## src/rtl/output_readback_manager_pkg.sv

```systemverilog
// Shared definitions for the output read-back sequencer: FSM encoding,
// header field layout, instruction codes and parameter defaults.
package output_readback_manager_pkg;

    localparam logic [2:0] ST_IDLE = 3'd0;
    localparam logic [2:0] ST_LOAD = 3'd1;
    localparam logic [2:0] ST_SEND = 3'd2;
    localparam logic [2:0] ST_WAIT = 3'd3;
    localparam logic [2:0] ST_FIN  = 3'd4;

    localparam logic [15:0] MAGIC_DEFAULT     = 16'hC0DE;
    localparam logic [7:0]  INSTR_READ_CODE   = 8'h02;
    localparam logic [15:0] MAX_CHUNK_DEFAULT = 16'd256;
    localparam logic [19:0] TIMEOUT_DEFAULT   = 20'hFFFFF;

    localparam int W2_BRAM_START_LSB = 13;
    localparam int W2_BRAM_END_LSB   = 10;
    localparam int W2_NOTIFY_BIT     = 9;
    localparam int W5_SEQ_LSB        = 8;

    function automatic logic [15:0] pack_w2(input logic [2:0] bram_start,
                                            input logic [2:0] bram_end,
                                            input logic       notify);
        logic [15:0] w;
        w = '0;
        w[W2_BRAM_START_LSB +: 3] = bram_start;
        w[W2_BRAM_END_LSB +: 3]   = bram_end;
        w[W2_NOTIFY_BIT]          = notify;
        return w;
    endfunction

    function automatic logic [15:0] pack_w5(input logic [7:0] seq,
                                            input logic [7:0] remaining_lo);
        logic [15:0] w;
        w = '0;
        w[W5_SEQ_LSB +: 8] = seq;
        w[7:0]             = remaining_lo;
        return w;
    endfunction

endpackage

```

## src/rtl/output_readback_manager_timeout.sv

```systemverilog
// Watchdog for the read_done handshake: cleared on load, counts while enabled,
// flags expiry after TIMEOUT enabled cycles.
module output_readback_manager_timeout
    import output_readback_manager_pkg::*;
#(
    parameter logic [19:0] TIMEOUT = TIMEOUT_DEFAULT
) (
    input  logic aclk,
    input  logic areset,
    input  logic load,
    input  logic enable,
    output logic expire
);
    logic [19:0] count;

    assign expire = enable && (count == TIMEOUT - 20'd1);

    always_ff @(posedge aclk) begin
        if (areset || load) begin
            count <= '0;
        end else if (enable && !expire) begin
            count <= count + 20'd1;
        end
    end

endmodule

```

## src/rtl/output_readback_manager.sv

```systemverilog
// Splits a layer's output region into chunks and hands one read header per
// chunk to the stream wrapper, advancing on read_done or giving up on timeout.
module output_readback_manager
    import output_readback_manager_pkg::*;
#(
    parameter logic [15:0] MAGIC      = MAGIC_DEFAULT,
    parameter logic [7:0]  INSTR_READ = INSTR_READ_CODE,
    parameter logic [15:0] MAX_CHUNK  = MAX_CHUNK_DEFAULT,
    parameter logic [19:0] TIMEOUT    = TIMEOUT_DEFAULT
) (
    input  logic        aclk,
    input  logic        areset,
    input  logic        start,
    input  logic        notify_mode,
    input  logic [7:0]  layer_id,
    input  logic [2:0]  cfg_bram_start,
    input  logic [2:0]  cfg_bram_end,
    input  logic [15:0] cfg_addr_count,
    input  logic        read_done,
    output logic [15:0] header_word_0,
    output logic [15:0] header_word_1,
    output logic [15:0] header_word_2,
    output logic [15:0] header_word_3,
    output logic [15:0] header_word_4,
    output logic [15:0] header_word_5,
    output logic        send_header,
    output logic        notification_only,
    output logic [2:0]  out_mgr_rd_bram_start,
    output logic [2:0]  out_mgr_rd_bram_end,
    output logic [15:0] out_mgr_rd_addr_count,
    output logic        busy,
    output logic        layer_done,
    output logic        error_timeout
);
    logic [2:0]  state;
    logic [15:0] remaining;
    logic [15:0] addr_base;
    logic [15:0] chunk;
    logic [7:0]  seq;
    logic [7:0]  layer_id_r;
    logic [2:0]  bram_start_r;
    logic [2:0]  bram_end_r;
    logic        notify_r;
    logic [15:0] next_chunk;
    logic [7:0]  remaining_after_lo;
    logic        timer_expire;

    // NOTE: defaults assigned first so no path leaves a comb output unassigned (no latch).
    always_comb begin
        next_chunk = '0;
        if (!notify_r) begin
            next_chunk = (remaining > MAX_CHUNK) ? MAX_CHUNK : remaining;
        end
        remaining_after_lo = remaining[7:0] - next_chunk[7:0];
    end

    assign busy       = (state != ST_IDLE) && (state != ST_FIN);
    assign layer_done = (state == ST_FIN);

    output_readback_manager_timeout #(
        .TIMEOUT (TIMEOUT)
    ) u_timeout (
        .aclk   (aclk),
        .areset (areset),
        .load   (state == ST_SEND),
        .enable (state == ST_WAIT),
        .expire (timer_expire)
    );

    // NOTE: state uses <= so every register updates from pre-edge values.
    always_ff @(posedge aclk) begin
        // NOTE: everything here is plain flops, header words included, so all take reset.
        if (areset) begin
            state                 <= ST_IDLE;
            remaining             <= '0;
            addr_base             <= '0;
            chunk                 <= '0;
            seq                   <= '0;
            layer_id_r            <= '0;
            bram_start_r          <= '0;
            bram_end_r            <= '0;
            notify_r              <= 1'b0;
            header_word_0         <= '0;
            header_word_1         <= '0;
            header_word_2         <= '0;
            header_word_3         <= '0;
            header_word_4         <= '0;
            header_word_5         <= '0;
            send_header           <= 1'b0;
            notification_only     <= 1'b0;
            out_mgr_rd_bram_start <= '0;
            out_mgr_rd_bram_end   <= '0;
            out_mgr_rd_addr_count <= '0;
            error_timeout         <= 1'b0;
        end else begin
            case (state)
                ST_IDLE: begin
                    if (start) begin
                        layer_id_r    <= layer_id;
                        bram_start_r  <= cfg_bram_start;
                        bram_end_r    <= cfg_bram_end;
                        notify_r      <= notify_mode;
                        remaining     <= cfg_addr_count;
                        addr_base     <= '0;
                        seq           <= '0;
                        error_timeout <= 1'b0;
                        state         <= ST_LOAD;
                    end
                end
                ST_LOAD: begin
                    if (remaining == '0 && !notify_r) begin
                        state <= ST_FIN;
                    end else begin
                        chunk                 <= next_chunk;
                        header_word_0         <= MAGIC;
                        header_word_1         <= {INSTR_READ, layer_id_r};
                        header_word_2         <= pack_w2(bram_start_r, bram_end_r, notify_r);
                        header_word_3         <= addr_base;
                        header_word_4         <= next_chunk;
                        header_word_5         <= pack_w5(seq, remaining_after_lo);
                        out_mgr_rd_bram_start <= bram_start_r;
                        out_mgr_rd_bram_end   <= bram_end_r;
                        out_mgr_rd_addr_count <= next_chunk;
                        state                 <= ST_SEND;
                    end
                end
                ST_SEND: begin
                    send_header       <= 1'b1;
                    notification_only <= notify_r;
                    state             <= ST_WAIT;
                end
                ST_WAIT: begin
                    // read_done takes priority over a same-cycle timeout.
                    if (read_done) begin
                        send_header       <= 1'b0;
                        notification_only <= 1'b0;
                        remaining         <= remaining - chunk;
                        addr_base         <= addr_base + chunk;
                        seq               <= seq + 8'd1;
                        state             <= (remaining == chunk || notify_r) ? ST_FIN : ST_LOAD;
                    end else if (timer_expire) begin
                        send_header       <= 1'b0;
                        notification_only <= 1'b0;
                        error_timeout     <= 1'b1;
                        state             <= ST_FIN;
                    end
                end
                ST_FIN: begin
                    state <= ST_IDLE;
                end
                default: begin
                    state <= ST_IDLE;
                end
            endcase
        end
    end

endmodule

```

## config.mk

```make
export PLATFORM = sky130hd
export DESIGN_NAME = output_readback_manager
export DESIGN_NICKNAME = d
export VERILOG_FILES = /design/src/rtl/output_readback_manager_pkg.sv /design/src/rtl/output_readback_manager_timeout.sv /design/src/rtl/output_readback_manager.sv
export SDC_FILE = /design/constraint.sdc
export NUM_CORES = 1
export LEC_CHECK = 0
export BUFFER_PORTS_ARGS = -buffer_cell sky130_fd_sc_hd__buf_2
export CELL_PAD_IN_SITES_DETAIL_PLACEMENT = 1
export CELL_PAD_IN_SITES_GLOBAL_PLACEMENT = 2
export CORE_ASPECT_RATIO = 0.6
export CORE_MARGIN = 2
export CORE_UTILIZATION = 29
export CTS_CLUSTER_DIAMETER = 200
export DETAILED_ROUTE_END_ITERATION = 6
export PLACE_DENSITY = 0.74
export SLEW_MARGIN = 25
export SYNTH_ARGS = -nofsm -noshare
export SYNTH_HDL_FRONTEND = slang
export SYNTH_SLANG_ARGS = --single-unit
```

## constraint.sdc

```tcl
create_clock -name aclk -period 2.5 [get_ports aclk]
set_input_delay 0.25 -clock aclk [delete_from_list [all_inputs] [get_ports aclk]]
set_output_delay 0.25 -clock aclk [all_outputs]
set_load 0.03 [all_outputs]
```

==> metrics.txt <==
Cell Int Power ~4800 uW; ys async rst share 0%; clock buffer depth 2; Core Rows 46; min Tclk post-route between 2 and 3 ns; PortBufs 133; status finished with violations; combinational fraction of design power roughly 31%; clock sink count approximately 150; area added between synthesis and finish 29.87%; global-route wire length before repair 40.42 mm; Post-synth EDFFs 0; failing checks negative setup slack; RSZ-0062 raised after global routing yes; final hold violations 0; Syn Area/Cell roughly 8 um^2; Final Cycle Share 100.8%; Max-slew headroom roughly 56%; die area ~0.028 mm^2; HPWL after DPL 19.04 mm; initial antenna violation count 0; Arr. time, crit path approximately 2.8 ns; Synth Register Bits between 100 and 150; Starting Density between 20% and 30%; GP Congestion 0.8124; CP required 2.82 ns; Overall Global Routing Usage between 10% and 20%; share of post-route cells with drive strength above 1 28.47%; ranking of synthesized cells by area dfxtp_1, nand2_1, a21oi_1, ha_1, buf_4; Core Area around 0.026 mm^2; Clock Skews between 0.006 and 0.007 ns; DRC errors left 0; Routed WL per cell ~17 um; PD cells ~730 mW/mm^2; fill count approximately 3,200; vias post-DR 7,370; Net Sw Frac 34.53%; Lkg Pwr 0.004188 uW; Ys Warns 0; worst IR drop on VDD ~440 uV; crit path capture type flip-flop; CP startpoint kind flip-flop; Max-Cap Viols 0; # setup viols final 2; final WL 26.35 mm; share of the synthesized area in the top cell type 37.50%; cell taking the most area after synthesis dfxtp_1; Synth Flop Type dfxtp_1; vias in the first global route between 6,000 and 7,000; largest net degree at the start of global routing 63; total grt overflow 0; placed insts 1,465; Slew @ Worst Pin 0.6539 ns; H-tree depth 4; Yosys cell types 70; final net count approximately 1,200; Setup Crit Path Kind reg -> reg; sequential area share after synthesis 37.50%; CTS tree yes; hold_ws about 0.050 ns; CTS Root Cell clkbuf_16; diode count 0; Sequential Power Share around a third; clock share of power 34.8%; clock-pin slew on the worst setup and hold paths 0.06 ns; Final ANT Viol Nets 0; Die W between 200 and 250 um; chip height around 130 um; crit-path cells nor4_4 -> nand3b_1 -> a21oi_4 -> and2_4 -> ha_4 -> fa_2 -> nor2b_2 -> o21ai_2 -> a21oi_2 -> o21a_1 -> o21ai_1 -> o311ai_1; drt first pass iters 4; setup ws final -0.01992 ns; Cell Count, Final, Fillers Out roughly 1,500; R2R setup slack -0.02 ns; Cells after Synth 968; hold crit path type in -> reg; 1st-iter DRT viols approximately 500; CP max FO 5; vias per inst between 4 and 5; Cell Area, Synth around 0.0077 mm^2; IO Pins about 160; Slowest cell on crit path nor4_4; maximum clock rate a little under 0.4 GHz; Skew-Pair Late Insertion Delay around 0.44 ns; Critical Path Max Stage Delay approximately 0.35 ns; fin. max-slew vios 0; Net Sw Power 2519 uW; number of CTS-inserted buffers 17
## stage by stage
stage	worst slack [ns]	setup TNS [ns]	area [um^2]	total power [uW]	utilization (%)
CTS	-0.08577	-0.1047	9822	7261	37.34
finish	-0.01992	-0.02498	10050	7296	38.22
floorplan	0.03179	0	7841	3830	-
global placement	-0.1933	-0.6719	9057	4500	34.44
global route	-0.1889	-0.9862	10050	7668	38.22
detailed placement	-0.3170	-1.202	9057	4533	34.44
## power by group through the flow
stage | clock [uW] | sequential (uW) | combinational (uW)
finish | 2540 | 2520 | 2240
global route | 2700 | 2540 | 2430
CTS | 2620 | 2520 | 2120
detailed placement | 0 | 2560 | 1970
global placement | 0 | 2560 | 1940
floorplan | 0 | 2640 | 1190
## cells by family after synthesis
logic type                 after synthesis  share of synthesized area (%)
xor gates and xnor gates                41                          4.639
AOI/OAI and AO/OA                      227                          18.07
other                                    1                        0.04844
muxes                                    3                         0.4202
DFF                                    145                          37.50
and+or+nand+nor                        376                          22.89
buffers and inverters                  132                          9.197
adders and majority gates               43                          7.241
## area by class of cell
class | instances | area [um^2] | area share, %
multi-input combinational | 714 | 4529 | 45.05
clock buffer | 18 | 429.2 | 4.269
sequential | 145 | 2912 | 28.96
inverter | 30 | 115.1 | 1.145
clock inverter | 14 | 141.4 | 1.406
timing repair buffer | 231 | 1476 | 14.69
tap | 360 | 450.4 | 4.480
## layer usage
layer  vias up  track usage (%)  routed length [um]
met5         -                0                   0
met4         0            4.779                 214
met3        17            3.565                 934
met2       119            27.43               11140
met1      3587            27.63               14050
li1       3647                -                   -
## worst paths after layout
check	from	endpoint	cells past startpoint
max	remaining[11]	header_word_5[6]	12
max reg2reg	remaining[11]	header_word_5[6]	12
min reg2reg	layer_id_r[6]	header_word_1[6]	2
min	layer_id[1]	layer_id_r[1]	3
## repair_timing
| item | 4_1_cts | 5_1_grt |
|---|---|---|
| gates resized for setup | 35 | 36 |
| pin swaps | 26 | 31 |
| hold buffers | 0 | 0 |
| endpoints found under the setup margin | 10 | 15 |
| setup buffers | 8 | 8 |
## synthesized netlist by cell type (all sizes together) (8+ instances only)
| library cell | number |
|---|---|
| nand3 | 35 |
| ha | 40 |
| nor2 | 67 |
| xnor2 | 22 |
| nand2 | 166 |
| o21a | 9 |
| nand4 | 17 |
| a21oi | 111 |
| a211oi | 11 |
| buf | 71 |
| o21ai | 25 |
| o211ai | 10 |
| nor2b | 9 |
| nor3 | 27 |
| dfxtp | 145 |
| clkbuf | 31 |
| xor2 | 19 |
| inv | 30 |
| and3 | 8 |
## state kept, by name (all words and copies together), names as in the netlist
name                   flops
bram_end_r                 3
send_header                1
layer_id_r                 8
chunk                     16
notify_r                   1
header_word_1              9
u_timeout.count           20
bram_start_r               3
state                      3
header_word_2              2
out_mgr_rd_bram_end        2
header_word_3             16
notification_only          1
seq                        8
error_timeout              1
out_mgr_rd_bram_start      3
addr_base                 16
remaining                 16
header_word_5             16
## worst max-delay path: cells and delay by family, from the launching register on
| family | cells | cell delay [ns] |
|---|---|---|
| AOI/OAI and AO/OA | 6 | 0.90 |
| DFF | 1 | 0.34 |
| adders and majority gates | 2 | 0.34 |
| and+or+nand+nor | 4 | 0.82 |
## layout by cell type (no fill, tap or decap), types with 16 or more instances in the layout
master | synthesis | final
o21ai_0 | 24 | 20
nand2_1 | 166 | 163
nand3_1 | 35 | 34
nor3_1 | 25 | 23
a21oi_1 | 111 | 104
inv_1 | 30 | 27
buf_4 | 54 | 89
conb_1 | 1 | 24
dfxtp_1 | 145 | 138
buf_2 | 11 | 132
ha_1 | 40 | 31
xor2_1 | 19 | 19
clkbuf_16 | 0 | 17
nor2_1 | 67 | 65
xnor2_1 | 22 | 22
nand4_1 | 16 | 16
(Power assumes the default switching activity.)
